`src/rtl/lfsr_seq_ctrl.sv`:
```
// lfsr_seq_ctrl: job sequencer for a tap-programmable LFSR step unit, streaming states over valid/ready
module lfsr_seq_ctrl #(
   parameter int W     = 8,
   parameter int CNT_W = 16
) (
   input  logic             clock_i,
   input  logic             reset_i,
   input  logic             cfg_valid_i,
   output logic             cfg_ready_o,
   input  logic [W-1:0]     cfg_taps_i,
   input  logic [W-1:0]     cfg_seed_i,
   input  logic [CNT_W-1:0] cfg_count_i,
   input  logic             abort_i,
   output logic [W-1:0]     lfsr_state_o,
   input  logic [W-1:0]     lfsr_next_i,
   output logic [W-1:0]     lfsr_tap_in_o,
   output logic             lfsr_tap_en_o,
   output logic             out_valid_o,
   input  logic             out_ready_i,
   output logic [W-1:0]     out_data_o,
   output logic             out_last_o,
   output logic             busy_o,
   output logic             err_seed_o
);
   typedef enum logic [1:0] {IDLE, LOAD, RUN} st_t;
   st_t              st_q;
   logic [W-1:0]     state_q, taps_q;
   logic [CNT_W-1:0] cnt_q;
   logic             bnd_q, ready_q, tap_en_q, valid_q, last_q, busy_q, err_q;
   logic             hs;
   assign hs = valid_q & out_ready_i;
   always_ff @(posedge clock_i) begin
      if (reset_i) begin
         st_q     <= IDLE;
         state_q  <= '0;
         taps_q   <= '0;
         cnt_q    <= '0;
         bnd_q    <= 1'b0;
         ready_q  <= 1'b1;
         tap_en_q <= 1'b0;
         valid_q  <= 1'b0;
         last_q   <= 1'b0;
         busy_q   <= 1'b0;
         err_q    <= 1'b0;
      end else begin
         err_q    <= 1'b0;
         tap_en_q <= 1'b0;
         case (st_q)
            IDLE: if (cfg_valid_i) begin
               if (cfg_seed_i == '0) err_q <= 1'b1;
               else begin
                  st_q     <= LOAD;
                  taps_q   <= cfg_taps_i;
                  state_q  <= cfg_seed_i;
                  cnt_q    <= cfg_count_i;
                  bnd_q    <= cfg_count_i != '0;
                  ready_q  <= 1'b0;
                  busy_q   <= 1'b1;
                  tap_en_q <= 1'b1;
               end
            end
            LOAD: if (abort_i) begin
               st_q    <= IDLE;
               ready_q <= 1'b1;
               busy_q  <= 1'b0;
            end else begin
               st_q    <= RUN;
               valid_q <= 1'b1;
               last_q  <= bnd_q && cnt_q == CNT_W'(1);
            end
            RUN: begin
               if (hs) begin
                  state_q <= lfsr_next_i;
                  if (bnd_q) cnt_q <= cnt_q - CNT_W'(1);
                  last_q  <= bnd_q && cnt_q == CNT_W'(2);
               end
               // a beat handshaken alongside abort still counts as delivered
               if (abort_i || (hs && last_q)) begin
                  st_q    <= IDLE;
                  valid_q <= 1'b0;
                  last_q  <= 1'b0;
                  ready_q <= 1'b1;
                  busy_q  <= 1'b0;
               end
            end
            default: st_q <= IDLE;
         endcase
      end
   end
   assign cfg_ready_o   = ready_q;
   assign lfsr_state_o  = state_q;
   assign lfsr_tap_in_o = taps_q;
   assign lfsr_tap_en_o = tap_en_q;
   assign out_valid_o   = valid_q;
   assign out_data_o    = lfsr_next_i;
   assign out_last_o    = last_q;
   assign busy_o        = busy_q;
   assign err_seed_o    = err_q;
endmodule
```
`config.mk`:
```
export PLATFORM = sky130hd
export DESIGN_NAME = lfsr_seq_ctrl
export DESIGN_NICKNAME = d
export VERILOG_FILES = /design/src/rtl/lfsr_seq_ctrl.sv
export SDC_FILE = /design/constraint.sdc
export NUM_CORES = 1
export LEC_CHECK = 0
export ABC_AREA = 0
export BUFFER_PORTS_ARGS = -buffer_cell sky130_fd_sc_hd__buf_2
export CAP_MARGIN = 20
export CORE_UTILIZATION = 55
export CTS_CLUSTER_SIZE = 20
export DETAILED_ROUTE_END_ITERATION = 7
export GPL_ROUTABILITY_DRIVEN = 1
export PLACE_DENSITY = 0.86
export SLEW_MARGIN = 20
export SYNTH_ARGS = -nofsm -noshare
export SYNTH_HDL_FRONTEND = slang
export SYNTH_SLANG_ARGS = --single-unit
```
`constraint.sdc`:
```
create_clock -name clock_i -period 3 [get_ports clock_i]
set_input_delay 0.6 -clock clock_i [delete_from_list [all_inputs] [get_ports clock_i]]
set_output_delay 0.6 -clock clock_i [all_outputs]
set_load 0.01 [all_outputs]
```
==> Word-level counts from Yosys, hierarchy flattened <==
Cells that the tools add are included.
{ "op_classes": {"n_mux": 32, "n_reduce_logical": 18, "addsub": 1, "eq_ne": 12, "bitwise": 4} }
{ "ops": {"columns": ["op", "count"], "rows": [
  ["$mux W16", 4],
  ["$pmux W16 S2", 1],
  ["$mux W8", 3],
  ["$eq A16 B1 Y1 const B", 1],
  ["$eq A16 B2 Y1 const B", 1],
  ["$pmux W8 S2", 1],
  ["$reduce_bool A16 Y1", 1],
  ["$sub A16 B1 Y16 const B", 1],
  ["$mux W1", 14],
  ["$ne A2 B2 Y1 const B", 7],
  ["$reduce_and A3 Y1", 4],
  ["$reduce_and A5 Y1", 2],
  ["$logic_not A8 Y1", 1],
  ["$mux W2", 4],
  ["$pmux W1 S3", 2],
  ["$pmux W2 S3", 1],
  ["$pmux W1 S2", 2],
  ["$reduce_and A4 Y1", 1],
  ["$reduce_bool A2 Y1", 2],
  ["$logic_and A1 B1 Y1", 3],
  ["$ne A3 B3 Y1 const B", 1],
  ["$not A1 Y1", 3],
  ["$reduce_bool A3 Y1", 1],
  ["$reduce_or A3 Y1", 1],
  ["5 further kinds", 5]
]} }
{ "totals": {"word_cells": 78, "regBits": 41, "input_bits": 45} }

==> Logic depth before layout (Yosys ltp) <==
Gate-level depths: netlist of run 1.
{ "depth": {"word_depth": 5, "mapped_depth": 8, "mapped_depth_nobuf": 7} }

==> Least setup slack after synthesis of run 1 <==
Ideal clock, no wire load.
{ "synth_timing": {"path_type": "input to register", "start": "input cfg_seed_i[3]", "end": "register ready_q, in the netlist cfg_ready_o", "arrival_ps": 1800, "t_required_ps": 2878, "setup_time_ps": 122, "cell_stages": 4, "slack_ps": 1078, "cell_sequence": "or4_4 -> o21ai_2 -> a21oi_1 -> a311o_1"} }
{ "synth_via": {"elab_chain_cells": 3} }
{ "synth_lines": {"columns": ["element", "line_no", "source"], "rows": [
  ["from (decl)", "11", "input logic [W-1:0] cfg_seed_i,"],
  ["$logic_not A8 Y1", "50", "if (cfg_seed_i == '0) err_q <= 1'b1;"],
  ["$ne A2 B2 Y1 (no line)", null, null],
  ["$reduce_and A5 Y1 (no line)", null, null],
  ["to (signal assigned)", "57", "ready_q <= 1'b0;"],
  ["to (signal assigned)", "64", "ready_q <= 1'b1;"],
  ["to (signal assigned)", "82", "ready_q <= 1'b1;"],
  ["to (decl)", "29", "logic bnd_q, ready_q, tap_en_q, valid_q, last_q, busy_q, err_q;"]
]} }
Every way passes these cells.
A chain may end at the register's enable or synchronous reset.

==> Final worst setup path of run 1 <==
{ "layout_timing": {"start": "register st_q[0]", "end": "register state_q[1], in the netlist lfsr_state_o[1]"} }
{ "layout_via": {"elab_chain_cells": 3, "elab_cells_between_ends": 8, "cone_classes": "4 x eq/ne; 1 x mux; 3 x reduce/logical"} }
{ "layout_lines": {"columns": ["element", "line_no", "source"], "rows": [
  ["from (decl)", "26", "st_t st_q;"],
  ["from (signal assigned)", "34", "st_q <= IDLE;"],
  ["from (signal assigned)", "52", "st_q <= LOAD;"],
  ["from (signal assigned)", "63", "st_q <= IDLE;"],
  ["$eq A2 B2 Y1 or $logic_not A2 Y1 (tied branches)", "48", "case (st_q)"],
  ["$ne A2 B2 Y1 (no line) or $reduce_bool A2 Y1 (tied branches)", null, null],
  ["$reduce_and A4 Y1 (no line)", null, null],
  ["to (signal assigned)", "54", "state_q <= cfg_seed_i;"],
  ["to (signal assigned)", "73", "state_q <= lfsr_next_i;"],
  ["to (decl)", "27", "logic [W-1:0] state_q, taps_q;"]
]} }
Parallel ways exist; a longest one is shown, timed or not.

==> metrics.txt, run 1 <==
Final Hold Violating Endpoints=0; mux cell area share after synthesis=8.64%; layout cells sized above 1=29.1%; Lkg Pwr=1.16 nW; Vias=2246; Worst-path clk slew=70 ps; Simple-Gate Fraction of Synth Area=22.5%; unrepaired setup endpoints after global routing=no; cell mode on critical path=nor2_1; H-tree depth=2; Antenna diodes=0; dominant cells by area after synthesis=dfxtp_1 35%, mux2i_1 8.6%, nor2_1 5.3%, a21oi_1 4.5%, ha_1 3.8%; initial antenna violation count=0; # rows=23; crit path cell chain=inv_1, ha_1, buf_4, nor2_1, a211oi_2, nor2_1, a211oi_1; #FFs+latches synth=41; I/O pin count=75; reg-to-reg startpoint=st_q[0]$_SDFFE_PP0P_; Hold Worst Slack=493 ps; largest family of logic cells by synthesized area=simple AND/OR/NAND/NOR gates; Setup-failing EPs final=0; Via density=5.80; clk root buf=clkbuf_8; Setup crit end=lfsr_state_o[1]$_SDFFE_PP0P_; vias in the first global route=1859; max cap viols=0; crit path capture type=flop; worst stage delay on the critical path=750 ps; Die Wd=66.9 microns; HPWL after DPL=3.86 mm; CTS Sinks=41; routability cong.=0.862; IO buf count=74; Max Clk Rate=0.451 GHz; post-synthesis xor/xnor area fraction=0%; WL final=5.39 mm; Critical Path RT=3200 ps; Worst Skew=12.9 ps; first-pass detailed-route iteration total=4; CP max FO=32; Yosys Warn Count=0; post_cts resized=0; Max Slew Vio Count=0; largest net degree at the start of global routing=33; post-CTS setup buffer count=0; adder-cell share of the synthesized area=3.78%; GRT Max-Usage Layer=met2; most frequent cell after synthesis=dfxtp_1; CP Launch Point=st_q[0]$_SDFFE_PP0P_; status=finished, final reports clean; r2r endpoint=lfsr_state_o[1]$_SDFFE_PP0P_; crit path max-delay cell type=a211oi_2; met1 Use GR=30.9%; sequential share of the synthesized area=35.4%; total gr overflow=0; DRC viols=0; Final ANT Viol Nets=0; R2R depth=7; Initial Utilization=57.5%; Yosys top cell area share=35.4%; Critical Path AT=2420 ps; HP Class=reg -> reg; synthesized area=2320 sq um; Setup CP Type=reg -> reg; CTS buffer count=5; relative slew slack=36.7%; CTS Buffer Depth=2; critical path startpoint category=flop; Die H=66.9 microns; DIE AREA=4470 sq um; CTS tree=yes; first-pass GRT wire length=8.26 mm; hold_buf cts=0; Period minus WS final=2220 ps; Post-synth ARST share=0%; core area=4030 sq um; synthesis-to-finish area growth=16.9%; Synth top cells by count=41 x dfxtp_1, 33 x nor2_1, 21 x a21oi_1; Post-layout nets=388; met2 Track Usage GR=39.9%; Global Route Usage Sum=24.6%; Global Route met3 Usage=5.65%; Worst-Margin Slew=947 ps; Cells after Synth=276; reg2reg setup slack=780 ps; pwr/cell area=489 nW/um^2; wire per inst=13.9 microns; initial DRC count=191; Post-synth EDFFs=0; latest clock arrival within the worst-skew pair=300 ps; hold_sp=lfsr_tap_in_o[4]$_SDFFE_PP0P_; biggest area consumer among synthesized cells=dfxtp_1; Cell variety after synth=51; complex-gate fraction of the synthesized area=21.9%; Syn Nets=328; Main synth FF type=dfxtp_1; syn avg cell area=8.39 sq um; maximum VDD drop=0.313 mV; crit share post-route=74.0%; Final TNS setup=0 ps
power by group:
part	internal, mW	total, mW	switching, mW
combinational	0.144	0.343	0.200
clock	0.161	0.352	0.191
sequential	0.593	0.628	0.0354
total	0.898	1.32	0.426
cell type report:
class,instances,area (sq um)
fillers,338,1320
multi-input cells,203,1320
flip-flops and latches,41,821
repair buffers,78,400
clock buffers,6,72.6
well taps,50,62.6
inverters,7,26.3
clock inverters,2,10.0
cell usage in the layout, fill, tap and decap left out, types with 3 or more instances in the layout:
| cell | count |
|---|---|
| nand2_1 | 18 |
| o21ai_0 | 17 |
| a211oi_1 | 8 |
| dfxtp_1 | 41 |
| ha_1 | 7 |
| nor2b_1 | 7 |
| nand3_1 | 6 |
| nor2_1 | 33 |
| buf_4 | 4 |
| clkbuf_8 | 5 |
| mux2i_1 | 20 |
| nor4_1 | 8 |
| buf_2 | 74 |
| nor3_1 | 12 |
| or4_4 | 3 |
| a21oi_1 | 21 |
| inv_1 | 7 |
| o32ai_1 | 3 |
how the worst min path moves through the flow:
stage / cells past startpoint / end / slack (ps)
floorplan: 2 / cnt_q[4]$_SDFFE_PP0P_ / 460
global placement: 2 / lfsr_tap_in_o[5]$_SDFFE_PP0P_ / 470
detailed placement: 2 / cnt_q[8]$_SDFFE_PP0P_ / 480
CTS: 2 / cnt_q[8]$_SDFFE_PP0P_ / 490
global route: 2 / cnt_q[4]$_SDFFE_PP0P_ / 520
finish: 2 / lfsr_tap_in_o[4]$_SDFFE_PP0P_ / 490
layer usage:
metal | vias up | routed length, microns
met1 | 1030 | 2390
met3 | 8 | 384
met5 | - | 0
met4 | 0 | 89
met2 | 82 | 2530
li1 | 1126 | -
registers in the layout, indices dropped and copies added, names as in the netlist:
name and cells:
out_last_o 1, err_seed_o 1, out_valid_o 1, lfsr_tap_in_o 8
busy_o 1, lfsr_tap_en_o 1, bnd_q 1, lfsr_state_o 8
st_q 2, cnt_q 16, cfg_ready_o 1
worst max-delay path: cells and delay by family, from the launching register on:
kind / cells / cell delay, ps
compound gates: 2 / 990
buf+inv: 2 / 460
flops: 1 / 330
fa+ha+maj: 1 / 170
simple gates: 2 / 170
kinds of logic (layout without fill, tap and decap cells):
| logic type | Yosys count | count (layout) |
|---|---|---|
| adders and majority gates | 7 | 7 |
| buffers and inverters | 32 | 93 |
| and+or+nand+nor | 100 | 100 |
| muxes | 20 | 20 |
| AOI/OAI and AO/OA | 76 | 76 |
| DFF | 41 | 41 |
per-stage QoR:
| stage | worst slack, ps | util, % | instances | total power, mW | area, sq um |
|---|---|---|---|---|---|
| 2_1_floorplan | 1080 | - | 276 | 0.883 | 2320 |
| 3_3_place_gp | 801 | 65.2 | 379 | 0.970 | 2630 |
| 3_5_place_dp | 766 | 65.2 | 379 | 0.981 | 2630 |
| 4_1_cts | 761 | 67.2 | 387 | 1.33 | 2710 |
| 5_1_grt | 503 | 67.2 | 387 | 1.40 | 2710 |
| 6_report | 781 | 67.2 | 387 | 1.32 | 2710 |
(Power assumes the default switching activity.)
==> run 2, diff against run 1 <==
ABC_AREA = 1   (was 0)
CORE_UTILIZATION = 52   (was 55)
PLACE_DENSITY = 0.81   (was 0.86)
clock period = 2.1 ns   (was 3 ns; I/O delays follow)
==> run 2 against run 1 <==
Effect of this change:
- the flow now finishes with violations (design-rule violations)
- synthesized cell count increased by 37%
- final cell count is 28% higher
- global-route usage shrank 0.57 points
- setup slack got worse by 570 ps
- largest power group is now combinational cells
==> metrics.txt, run 2 <==
status=complete, but fails checks; failing checks=design-rule violations; Lkg Pwr=1.45 nW (+25%); first-pass detailed-route iteration total=8 (+4); CP Launch Point=st_q[0]$_SDFFE_PP0P_; Die Wd=71.3 microns (+6.6%); Setup-failing EPs final=0 (unchanged); total gr overflow=0 (unchanged); Top reg by flops=cnt_q; complex-gate fraction of the synthesized area=15.9% (-5.9 points); first-pass GRT wire length=9.89 mm (+20%); syn avg cell area=6.62 sq um (-21%); Yosys Warn Count=0 (unchanged); Post-synth EDFFs=0 (unchanged); most common library cell in the layout ignoring fill and taps=nand2_1; Cells after Synth=377 (+37%); DRC viols=11 (+11); met2 WL post-DR=2.64 mm (+4.6%); Final Hold Violating Endpoints=0 (unchanged); latest clock arrival within the worst-skew pair=290 ps (about the same); Initial Utilization=55.8% (-1.7 points); CTS Buffer Depth=2 (unchanged); combinational power share=38.6% (+13 points); Post-synth ARST share=0% (unchanged); adder-cell share of the synthesized area=3.51% (-0.27 points); initial antenna violation count=0 (unchanged); R2R depth=8 (+1); Critical Path RT=2270 ps (-930 ps); dominant cells by area after synthesis=dfxtp_1 33%, nand2_1 14%, nor2_1 7.2%, o21ai_0 6.4%, inv_1 6.3%; synthesized area=2500 sq um (+7.8%); Max Slew Vio Count=0 (unchanged); critical path startpoint category=flop; CTS tree=yes; Global Route Usage Sum=24.0% (-0.57 points); fillers=416 (+23%); Simple-Gate Fraction of Synth Area=34.4% (+12 points); max reg flops=16 (unchanged); Setup crit end=cnt_q[0]$_SDFFE_PP0P_; vias in the first global route=2282 (+23%); CTS Sinks=41 (unchanged); r2r endpoint=cnt_q[0]$_SDFFE_PP0P_; unrepaired setup endpoints after global routing=no; power share of the clock group=24.1% (-2.5 points); Vias=2539 (+13%); post-CTS setup buffer count=0 (unchanged); max cap viols=0 (unchanged); routability cong.=0.881 (+2.3%); core area=4470 sq um (+11%); Setup CP Type=reg -> reg; largest family of logic cells by synthesized area=simple AND/OR/NAND/NOR gates; Reg power frac=37.4% (-10 points); metal1 wirelength=2.70 mm (+13%); reg-to-reg startpoint=st_q[0]$_SDFFE_PP0P_; post-synthesis xor/xnor area fraction=1.05% (+1.1 points); Critical Path AT=2060 ps (-360 ps); Worst-Margin Slew=434 ps (-513 ps); wire per inst=11.7 microns (-16%); Post-layout nets=495 (+28%); maximum VDD drop=0.448 mV (+43%); synthesis-to-finish area growth=18.5%; Met3 Wirelength=386 microns (+0.52%); Yosys top cell area share=32.9% (-2.6 points); Cell variety after synth=35 (-31%); largest net degree at the start of global routing=25 (-24%); I/O pin count=75 (unchanged); Worst-path clk slew=80 ps (about the same); H-tree depth=2 (unchanged); Period minus WS final=1890 ps (-326 ps); most frequent cell after synthesis=nand2_1; Synth top cells by count=94 x nand2_1, 48 x nor2_1, 42 x inv_1; HP Class=in -> reg; post_cts resized=0 (unchanged); Main synth FF type=dfxtp_1; leading cell types in the layout, fill and taps excluded=94 x nand2_1, 74 x buf_2, 48 x nor2_1; Internal Pwr Total=1.70 mW (+89%); sw power=1.02 mW (+140%); Max Clk Rate=0.528 GHz (+17%); WL final=5.82 mm (+7.9%); HPWL after DPL=4.35 mm (+13%); pwr/cell area=919 nW/um^2 (+88%); hold_buf cts=0 (unchanged); Die H=71.3 microns (+6.6%); Antenna diodes=0 (unchanged); clk root buf=clkbuf_8; reg2reg setup slack=210 ps (-570 ps); Switching Share=37.6% (+5.4 points); CTS buffer count=5 (unchanged); sequential share of the synthesized area=32.9% (-2.6 points); relative slew slack=70.8% (+34 points); Worst Skew=8.42 ps (-4.45 ps); Final ANT Viol Nets=0 (unchanged); Syn Nets=429 (+31%); IO buf count=74 (unchanged); biggest area consumer among synthesized cells=dfxtp_1; CP max FO=15 (-53%); crit share post-route=90.1% (+16 points); crit path capture type=flop; Via density=5.12 (-12%); mux cell area share after synthesis=0% (-8.6 points); #FFs+latches synth=41 (unchanged); initial DRC count=173 (-9.4%); highest metal used=met4; DIE AREA=5080 sq um (+14%); # placed instances=488 (+29%); # rows=24 (+4.3%); Final TNS setup=0 ps (unchanged); Layout Cells excl Fill=496 (+28%); layout cells sized above 1=25.2% (-3.9 points)
[run 2: changes by cell type in the layout (fill, tap and decap cells not counted), moves of 8 or more]
cell / before / now
nand3_1: 6 / 15
nor3_1: 12 / 2
mux2i_1: 20 / 0
inv_1: 7 / 42
a211oi_1: 8 / 0
nor2_1: 33 / 48
o21ai_0: 17 / 32
nand2_1: 18 / 94
[run 2: power by group through the flow]
stage / logic (mW) / registers (mW) / clock network [mW]
2_1_floorplan: 0.763 / 1.04 / 0
3_3_place_gp: 1.01 / 1.03 / 0
3_5_place_dp: 1.04 / 1.03 / 0
4_1_cts: 1.04 / 1.02 / 0.657
5_1_grt: 1.19 / 1.04 / 0.687
6_report: 1.05 / 1.02 / 0.654
[run 2: cell type report]
type                            instances  area (sq um)  area share, %
Clock buffer                            7          86.3           2.92
Clock inverter                          1          30.0           1.01
Inverter                               43           164           5.54
Multi-Input combinational cell        271          1370           46.3
Sequential cell                        41           821           27.7
Tap cell                               52          65.1           2.20
Timing Repair Buffer                   81           423           14.3
[run 2: stage by stage]
step                hold WS (ps)  area (sq um)  setup WS [ps]  total power [mW]  util [%]
floorplan                    467          2500            487              1.81         -
CTS                          415          2960            210              2.72      66.1
finish                       414          2960            207              2.72      66.1
detailed placement           432          2840            214              2.07      63.5
global placement             428          2840            348              2.04      63.5
global route                 449          2960           52.6              2.92      66.1
[run 2: cell families after synthesis]
family / count (synthesis)
AND/OR/NAND/NOR: 188
AO/OA/AOI/OAI: 73
buffers and inverters: 65
flip-flops: 41
adder cells (fa/ha/maj): 7
XOR/XNOR: 3
[run 2: worst max-delay path, cell delays in order (launching register included)]
cell     delay, ps
dfxtp_1        390
inv_1           80
ha_1           270
inv_4           80
nor2_1          70
nor2_4         120
nand4_2        370
o21ai_0        310
a21oi_1         70
[run 2: worst min-delay path by stage]
stage | endpoint | start | depth (start not counted) | slack (ps)
final | lfsr_tap_in_o[5]$_SDFFE_PP0P_ | cfg_taps_i[5] | 3 | 410
after global routing | lfsr_tap_en_o$_SDFF_PP0_ | cfg_valid_i | 3 | 450
after CTS | lfsr_tap_in_o[6]$_SDFFE_PP0P_ | cfg_taps_i[6] | 3 | 410
after detailed placement | lfsr_tap_in_o[6]$_SDFFE_PP0P_ | lfsr_tap_in_o[6]$_SDFFE_PP0P_ | 2 | 430
after global placement | lfsr_tap_in_o[6]$_SDFFE_PP0P_ | lfsr_tap_in_o[6]$_SDFFE_PP0P_ | 2 | 430
after floorplan | lfsr_state_o[1]$_SDFFE_PP0P_ | lfsr_state_o[1]$_SDFFE_PP0P_ | 2 | 470
[run 2: routing by layer]
| metal | global-route usage, % | vias to the layer above |
|---|---|---|
| li1 | - | 1335 |
| met1 | 31.2 | 1103 |
| met2 | 40.7 | 90 |
| met3 | 3.23 | 11 |
| met4 | 9.33 | 0 |
| met5 | 0 | - |
